File: config.mk
export PLATFORM = sky130hd
export DESIGN_NAME = dcache
export DESIGN_NICKNAME = d
export VERILOG_FILES = /design/src/rtl/dcache.sv
export SDC_FILE = /design/constraint.sdc
export NUM_CORES = 2
export LEC_CHECK = 0
export ABC_CLOCK_PERIOD_IN_PS = 7090
export CORE_AREA = 5 5 266 527
export DETAILED_ROUTE_END_ITERATION = 10
export DIE_AREA = 0 0 271 532
export PLACE_DENSITY_LB_ADDON = 0.08
export RECOVER_POWER = 25
export SLEW_MARGIN = 5
export SYNTH_ARGS = -nofsm -noshare
export SYNTH_HDL_FRONTEND = slang
export SYNTH_SLANG_ARGS = --single-unit
export TNS_END_PERCENT = 5
File: constraint.sdc
create_clock -name CLK -period 7.09 [get_ports CLK]
set_clock_uncertainty 0.2 [all_clocks]
set_input_delay 1.0635 -clock CLK [delete_from_list [all_inputs] [get_ports CLK]]
set_output_delay 1.0635 -clock CLK [all_outputs]
set_load 0.02 [all_outputs]
File: src/rtl/dcache.sv
// Direct-mapped, write-back data cache with two-word blocks.
// Misses write back a dirty victim before refilling; halt writes back every dirty set.
module dcache #(
  parameter int unsigned SETS     = 16,
  parameter int unsigned BLKWORDS = 2
) (
  input  logic        CLK,
  input  logic        nRST,
  input  logic        dmemREN,
  input  logic        dmemWEN,
  input  logic [31:0] dmemaddr,
  input  logic [31:0] dmemstore,
  input  logic        halt,
  output logic        dhit,
  output logic [31:0] dmemload,
  output logic        flushed,
  output logic        dREN,
  output logic        dWEN,
  output logic [31:0] daddr,
  output logic [31:0] dstore,
  input  logic [31:0] dload,
  input  logic        dwait
);

  localparam int unsigned IdxW = $clog2(SETS);
  localparam int unsigned TagW = 32 - IdxW - 3;

  if (BLKWORDS != 2 || SETS < 2) begin : g_param_check
    $error("dcache supports only BLKWORDS == 2 and SETS >= 2");
  end

  typedef enum logic [3:0] {
    StIdle, StWb0, StWb1, StLd0, StLd1, StFlush0, StFlush1, StFlushNext, StDone
  } state_e;

  state_e            state_q, state_d;
  logic [IdxW-1:0]   fidx_q, fidx_d;
  logic [SETS-1:0]   valid_q, dirty_q;
  logic [TagW-1:0]   tag_q   [SETS];
  logic [31:0]       word0_q [SETS];
  logic [31:0]       word1_q [SETS];

  logic [TagW-1:0] req_tag;
  logic [IdxW-1:0] req_idx;
  logic            req_off, req, hit;
  logic            wr_hit, ld0_done, ld1_done, clr_dirty;
  logic            unused_byte;

  assign req_tag     = dmemaddr[31:IdxW+3];
  assign req_idx     = dmemaddr[IdxW+2:3];
  assign req_off     = dmemaddr[2];
  assign unused_byte = ^dmemaddr[1:0];
  assign req         = dmemREN | dmemWEN;
  assign hit         = valid_q[req_idx] && (tag_q[req_idx] == req_tag);

  always_comb begin
    state_d   = state_q;
    fidx_d    = fidx_q;
    dhit      = 1'b0;
    dmemload  = '0;
    flushed   = 1'b0;
    dREN      = 1'b0;
    dWEN      = 1'b0;
    daddr     = '0;
    dstore    = '0;
    wr_hit    = 1'b0;
    ld0_done  = 1'b0;
    ld1_done  = 1'b0;
    clr_dirty = 1'b0;
    unique case (state_q)
      StIdle: begin
        if (halt) begin
          state_d = StFlush0;
          fidx_d  = '0;
        end else if (req) begin
          if (hit) begin
            dhit     = 1'b1;
            dmemload = req_off ? word1_q[req_idx] : word0_q[req_idx];
            // Simultaneous read and write requests are served as a write.
            wr_hit   = dmemWEN;
          end else if (valid_q[req_idx] && dirty_q[req_idx]) begin
            state_d = StWb0;
          end else begin
            state_d = StLd0;
          end
        end
      end
      StWb0: begin
        dWEN   = 1'b1;
        daddr  = {tag_q[req_idx], req_idx, 3'b000};
        dstore = word0_q[req_idx];
        if (!dwait) state_d = StWb1;
      end
      StWb1: begin
        dWEN   = 1'b1;
        daddr  = {tag_q[req_idx], req_idx, 3'b100};
        dstore = word1_q[req_idx];
        if (!dwait) state_d = StLd0;
      end
      StLd0: begin
        dREN  = 1'b1;
        daddr = {req_tag, req_idx, 3'b000};
        if (!dwait) begin
          ld0_done = 1'b1;
          state_d  = StLd1;
        end
      end
      StLd1: begin
        dREN  = 1'b1;
        daddr = {req_tag, req_idx, 3'b100};
        if (!dwait) begin
          ld1_done = 1'b1;
          state_d  = StIdle;
        end
      end
      StFlush0: begin
        if (valid_q[fidx_q] && dirty_q[fidx_q]) begin
          dWEN   = 1'b1;
          daddr  = {tag_q[fidx_q], fidx_q, 3'b000};
          dstore = word0_q[fidx_q];
          if (!dwait) state_d = StFlush1;
        end else begin
          state_d = StFlushNext;
        end
      end
      StFlush1: begin
        dWEN   = 1'b1;
        daddr  = {tag_q[fidx_q], fidx_q, 3'b100};
        dstore = word1_q[fidx_q];
        if (!dwait) state_d = StFlushNext;
      end
      StFlushNext: begin
        clr_dirty = 1'b1;
        if (fidx_q == IdxW'(SETS - 1)) begin
          state_d = StDone;
        end else begin
          fidx_d  = fidx_q + IdxW'(1);
          state_d = StFlush0;
        end
      end
      StDone: flushed = 1'b1;
      default: state_d = StIdle;
    endcase
  end

  always_ff @(posedge CLK) begin
    if (!nRST) begin
      state_q <= StIdle;
      fidx_q  <= '0;
      valid_q <= '0;
      dirty_q <= '0;
    end else begin
      state_q <= state_d;
      fidx_q  <= fidx_d;
      if (wr_hit) dirty_q[req_idx] <= 1'b1;
      if (ld1_done) begin
        valid_q[req_idx] <= 1'b1;
        dirty_q[req_idx] <= 1'b0;
      end
      if (clr_dirty) dirty_q[fidx_q] <= 1'b0;
    end
  end

  // Data and tag arrays carry no reset; valid_q gates every use of them.
  always_ff @(posedge CLK) begin
    if (wr_hit && !req_off) word0_q[req_idx] <= dmemstore;
    if (wr_hit && req_off)  word1_q[req_idx] <= dmemstore;
    if (ld0_done) word0_q[req_idx] <= dload;
    if (ld1_done) begin
      word1_q[req_idx] <= dload;
      tag_q[req_idx]   <= req_tag;
    end
  end

endmodule
After elaboration in Yosys (flattened, before gate mapping)
Memory sizes are Yosys's and may differ from the RTL's. A register that Yosys moved wholly into a read port is not among the register bits.
Index checks and enable logic that the tools add are counted.
{ "classes": {"n_addsub": 1, "order_cmp": 4, "eq_ne": 20, "muxes": 74, "n_bitwise": 10, "reduce_logical": 14} }
{ "op_table": {"columns": ["op", "n"], "rows": [
  ["two-way mux 32 bit", 9],
  ["case mux 32 bit (6 select lines)", 1],
  ["case mux 32 bit (4 select lines)", 1],
  ["two-way mux 16 bit", 5],
  ["two-way mux 4 bit", 19],
  ["case mux 4 bit (9 select lines)", 1],
  ["bitwise AND 16 bit", 2],
  ["NOT 16 bit", 2],
  ["OR 16 bit", 2],
  ["two-way mux 1 bit", 29],
  ["== test 25 bit", 1],
  ["binary-select mux 1 bit (select 4 bit)", 4],
  ["== test 4 x 3 -> 1 bit, second input constant", 4],
  ["!= test 2 bit, second input constant", 7],
  ["< comparator 4 x 5 -> 1 bit, second input constant", 2],
  ["!= test 3 bit, second input constant", 3],
  ["AND reduction 9 bit", 1],
  ["demux 1 bit (select 4 bit)", 2],
  ["== test 4 x 2 -> 1 bit, second input constant", 2],
  ["== test 4 bit, second input constant", 2],
  ["greater-or-equal comparator 4 x 1 -> 1 bit, second input constant", 2],
  ["case mux 4 bit (2 select lines)", 1],
  ["logical AND 1 bit", 7],
  ["adder 4 x 1 -> 4 bit, second input constant", 1],
  ["other kinds (11)", 13]
]} }
{ "totals": {"reg_bits": 40, "ramBits": 1424, "input_bits": 102, "output_inout_bits": 100, "elab_cells": 130, "memories": 3} }
{ "mem_list": {"columns": ["name", "depth", "word_bits", "rd", "rd_ports_with_merged_regs", "write_ports", "line", "source"], "rows": [
  ["word0_q", 16, 32, 2, 1, 1, "40", "logic [31:0] word0_q [SETS];"],
  ["word1_q", 16, 32, 2, 1, 1, "41", "logic [31:0] word1_q [SETS];"],
  ["tag_q", 16, 25, 2, 1, 1, "39", "logic [TagW-1:0] tag_q [SETS];"]
]} }

Logic depth before layout (Yosys ltp)
{ "depth": {"depth_word": 14, "ltp_mapped": 15, "mapped_depth_nobuf": 9} }

Least setup slack after synthesis
No wires, ideal clock.
{ "synth_path": {"path_type": "input port to flip-flop", "startpoint": "input dmemaddr[6]", "endpoint": "memory word1_q[1][0], enable pin", "setup_time_ps": 421, "t_arrival_ps": 5040, "required_ps": 6469, "slack_ps": 1429, "cell_stages": 14, "n_path_buf": 5, "path_cell_list": "buf_2 > buf_2 > buf_2 > mux4_2 > a22oi_1 > nand2_1 > xor2_1 > a2111oi_0 > nand4_1 > a2111oi_4 > buf_6 > a31oi_4 > buf_6 > nor2_1"} }
{ "synth_via": {"elab_chain_cells": 11, "elab_cells_between_ends": 13, "classes_between": "eq/ne (1); mux (8); bitwise (1); reduce/logical (2); memory (1)"} }
{ "synth_rtl": {"columns": ["item", "line", "source"], "rows": [
  ["from (decl)", "11", "input logic [31:0] dmemaddr,"],
  ["memory (16 x 25 bit) / binary-select mux 1 bit (select 4 bit) (equally long branches)", null, null],
  ["== test 25 bit / two-way mux 1 bit (equally long branches)", "54", "assign hit = valid_q[req_idx] && (tag_q[req_idx] == req_tag);"],
  ["logical AND 1 bit", "54", null],
  ["two-way mux 1 bit", "76", "if (hit) begin"],
  ["two-way mux 1 bit", "75", "end else if (req) begin"],
  ["two-way mux 1 bit", "72", "if (halt) begin"],
  ["two-way mux 1 bit", "70", "unique case (state_q)"],
  ["logical AND 1 bit", "167", "if (wr_hit && req_off) word1_q[req_idx] <= dmemstore;"],
  ["two-way mux 1 bit", "167", null],
  ["two-way mux 1 bit (not written as such)", "167", null],
  ["OR 1 bit (no line)", null, null],
  ["to (decl)", "41", null]
]} }
Several ways; a longest one is shown, not always the timed one. The select of a mux whose other input is x is not followed.

Worst setup path in the final report
{ "layout_path": {"startpoint": "input dmemaddr[4]", "endpoint": "output dmemload[15]"} }
{ "layout_via": {"elab_chain_cells": 7, "elab_cells_between_ends": 12, "classes_between": "eq/ne (1); mux (7); reduce/logical (1); memory (3)"} }
{ "layout_rtl": {"columns": ["item", "line", "source"], "rows": [
  ["memory (16 x 25 bit) / binary-select mux 1 bit (select 4 bit) (equally long branches)", null, null],
  ["== test 25 bit / two-way mux 1 bit (equally long branches)", "54", null],
  ["logical AND 1 bit", "54", null],
  ["two-way mux 32 bit (*)", "76", null],
  ["two-way mux 32 bit (*)", "75", null],
  ["two-way mux 32 bit (*)", "72", null],
  ["two-way mux 32 bit (*)", "70", null],
  ["to (decl)", "15", "output logic [31:0] dmemload,"]
]} }
Every way passes the cells marked *; elsewhere a longest branch is shown, timed or not. The select of a mux whose other input is x is not followed.

==> results.json <==
{
  "die_h_um": 532,
  "drtIter0Drc": 4680,
  "synth_seq_cells": 1468,
  "synth_cell_types": 69,
  "rsz0062_at_grt": "no",
  "avgRoutedWirePerCell_um": 37.76,
  "ir_worst_vdd_v": 0.0002423,
  "grt_antenna_before_repair": 20,
  "setup.worst_path.start_class": "input port",
  "area_delta_synth_final_pct": 14.12,
  "synth.most_common_cell": "edfxtp_1",
  "gp_congestion": 0.9147,
  "tightest_slew_ns": 1.788,
  "power_frac_comb": 0.213,
  "htree_levels": 4,
  "cts_tree": "built",
  "final_area_mm2": 0.07980,
  "maxCapViolCount": 1,
  "synth_flop_cell": "edfxtp_1",
  "worst-path-buf-inv": 6,
  "async_flop_share": 0,
  "core_mm2": 0.1355,
  "clock-root-buffer": "clkbuf_16",
  "synth_xor_area_frac": 0.003507,
  "pin_count": 202,
  "synth_top_area_cell": "edfxtp_1",
  "numClockSinks": 1468,
  "slowest_delay_ns": 0.59,
  "intPower_mw": 15.78,
  "r2r_cells": 13,
  "ys.warnings.count": 0,
  "synth_seq_area_share": 0.6241,
  "rows": 191,
  "holdCritPathClass": "reg2reg",
  "post_cts_buffers": 0,
  "drc_errors": 0,
  "dr.pass1.iters": 9,
  "crit_path_frequent_cell": "buf_4",
  "finalHoldViolations": 0,
  "cp-end-kind": "output pin",
  "syn_avg_cell_area_um2": 19.57,
  "hold_depth": 2,
  "path_cells": "buf_8 -> buf_12 -> buf_4 -> mux4_2 -> mux2i_1 -> mux2i_1 -> xnor2_1 -> nand2_1 -> or4_1 -> a2111oi_4 -> buf_4 -> o21ai_4 -> a21oi_1 -> buf_4 -> clkdlybuf4s50_1",
  "clk_pin_slew_ns": 0.06,
  "crit_slowest_cell": "clkdlybuf4s50_1",
  "period_share": 0.9653,
  "finalWirelength_um": 214800,
  "power_frac_seq": 0.454,
  "synth_simple_gate_area_frac": 0.02891,
  "yosys-top-cells-area": "edfxtp_1 61%, mux4_2 27%, nand2_1 1.7%, dfxtp_1 1.3%, mux2i_1 1.2%",
  "netlist_area_mm2": 0.06993,
  "maxSlewViolCount": 24,
  "synth_edf_count": 1424,
  "vias": 40070,
  "max_clock_freq_mhz": 146.1,
  "synth_mux_area_frac": 0.2933,
  "dp_hpwl_um": 134000,
  "grt_first_pass_wirelength_um": 306400,
  "layout-drive-gt1-share": 0.3492,
  "power.switching_mw": 5.950,
  "fin_setup_tns_ns": 0,
  "ant_nets": 0,
  "synth_top_family_by_area": "multiplexers",
  "critical_path_depth": 15,
  "yosys.area_share.adder": 0.0007157,
  "finalSetupViolations": 0,
  "switching_share": 0.2738,
  "initial_core_util": 0.5161,
  "port_buffers": 197,
  "grt_pass1_vias": 42626,
  "critPathArrivalTime_ns": 5.58,
  "critPathTopFamily": "buffers and inverters",
  "postCtsResizedCells": 0,
  "status": "finished with violations",
  "syn_inst": 3573,
  "p_per_area_mw_per_mm2": 272.3,
  "nets": 3943,
  "power_frac_clock": 0.333,
  "dpl_cell_area_mm2": 0.07553,
  "clock_path_buffers": 3,
  "hold_buffers": 0,
  "grt_use_total": 0.2966,
  "synth_compound_area_frac": 0.02970,
  "cp_max_fo": 32,
  "die-width_um": 271,
  "cts_buffers": 135,
  "insertion_delay_ns": 0.77,
  "synthTopCellsByCount": "1424 x edfxtp_1, 846 x mux4_2, 319 x nand2_1",
  "die_area_mm2": 0.1442,
  "grt_max_degree": 104,
  "leakage_nw": 24.96,
  "synth_top_area_share": 0.6115,
  "violations": "capacitance limit, slew limit",
  "path_class": "in2out",
  "grt_overflow": 0,
  "critPathRequiredTime_ns": 5.83,
  "post_drt_via_cell_ratio": 7.045,
  "max_slew_margin": -0.1917,
  "min_period_ns": 6.844
}
-- flip-flops by register name (all words and copies together) (netlist names), named ones only --
| register | flops |
|---|---|
| dirty_q | 16 |
| state_q | 4 |
| fidx_q | 4 |
| tag_q | 400 |
| valid_q | 16 |
| word0_q | 512 |
| word1_q | 512 |
-- power groups by stage --
stage               Clock (mW)  Sequential, mW  Combinational (mW)
finish                    7.23            9.87                4.63
global route              7.68            9.87                4.90
CTS                       7.34            9.86                4.68
detailed placement           0            10.1                4.66
global placement             0            10.0                4.60
floorplan                    0            9.97                2.89
-- path summary, 6_finish.rpt --
check	start	endpoint	slack, ns
max	dmemaddr[4]	dmemload[15]	0.25
min	dirty_q[7]	dirty_q[7]	0.30
max reg2reg	tag_q[7][19]	word1_q[7][11]	2.28
min reg2reg	dirty_q[7]	dirty_q[7]	0.30
-- cell type report --
cell class | count | area (um^2)
Fill cell | 9770 | 55700
Sequential cell | 1468 | 43660
Multi-Input combinational cell | 1787 | 25350
Timing Repair Buffer | 411 | 4174
Clock buffer | 162 | 3586
Tap cell | 1737 | 2173
Clock inverter | 81 | 715.7
Inverter | 34 | 132.6
Antenna cell | 8 | 20.02
-- metal layers --
| layer | part of all wire | global-route usage | vias to the layer above |
|---|---|---|---|
| met5 | 0.00061 | 0 | - |
| met4 | 0.050 | 0.1242 | 22 |
| met3 | 0.076 | 0.05320 | 529 |
| met2 | 0.53 | 0.5224 | 2139 |
| met1 | 0.35 | 0.3625 | 21542 |
| li1 | - | - | 15838 |
-- per-stage QoR --
step	setup WS, ns	utilization	power, mW	instances	hold slack (ns)
4_1_cts	0.2825	0.5892	21.88	5680	0.3005
6_report	0.2461	0.5890	21.73	5688	0.3035
3_5_place_dp	0.3597	0.5574	14.71	5437	0.2843
2_1_floorplan	1.429	-	12.86	3574	0.2406
3_3_place_gp	0.4249	0.5574	14.65	5437	0.2732
5_1_grt	0.1358	0.5888	22.45	5682	0.3253
-- cells in the final DEF, fill, tap and decap left out, drive strengths merged, types with 9 or more instances in the layout --
master / synthesis / final
mux4: 851 / 851
dfxtp: 44 / 44
o21ai: 23 / 23
o21a: 18 / 18
nor3: 15 / 15
dlygate4sd3: 0 / 25
mux2: 45 / 45
nand2: 319 / 319
clkdlybuf4s50: 0 / 150
a222oi: 17 / 17
bufinv: 0 / 9
inv: 33 / 41
a21oi: 51 / 51
a22oi: 55 / 55
xor2: 14 / 14
clkbuf: 164 / 173
a21o: 34 / 34
clkinvlp: 0 / 11
xnor2: 14 / 14
edfxtp: 1424 / 1424
a41oi: 16 / 16
nor2: 93 / 93
nand3: 25 / 25
clkinv: 1 / 54
mux2i: 82 / 82
buf: 121 / 225
-- logic make-up (layout without fill, tap and decap cells) --
group,after synthesis,after routing
AOI/OAI and AO/OA,281,281
xor gates and xnor gates,28,28
adders and majority gates,4,4
buffers and inverters,319,688
DFF,1468,1468
muxes,978,978
other,1,10
and+or+nand+nor,494,494
-- worst min-delay path, delay by kind of cell, from the launching register on --
kind / cells / cell delay (ns)
AO/OA/AOI/OAI: 1 / 0.05
flip-flops: 1 / 0.34
AND/OR/NAND/NOR: 1 / 0.08
No activity file was read; power rests on OpenSTA's default activity.
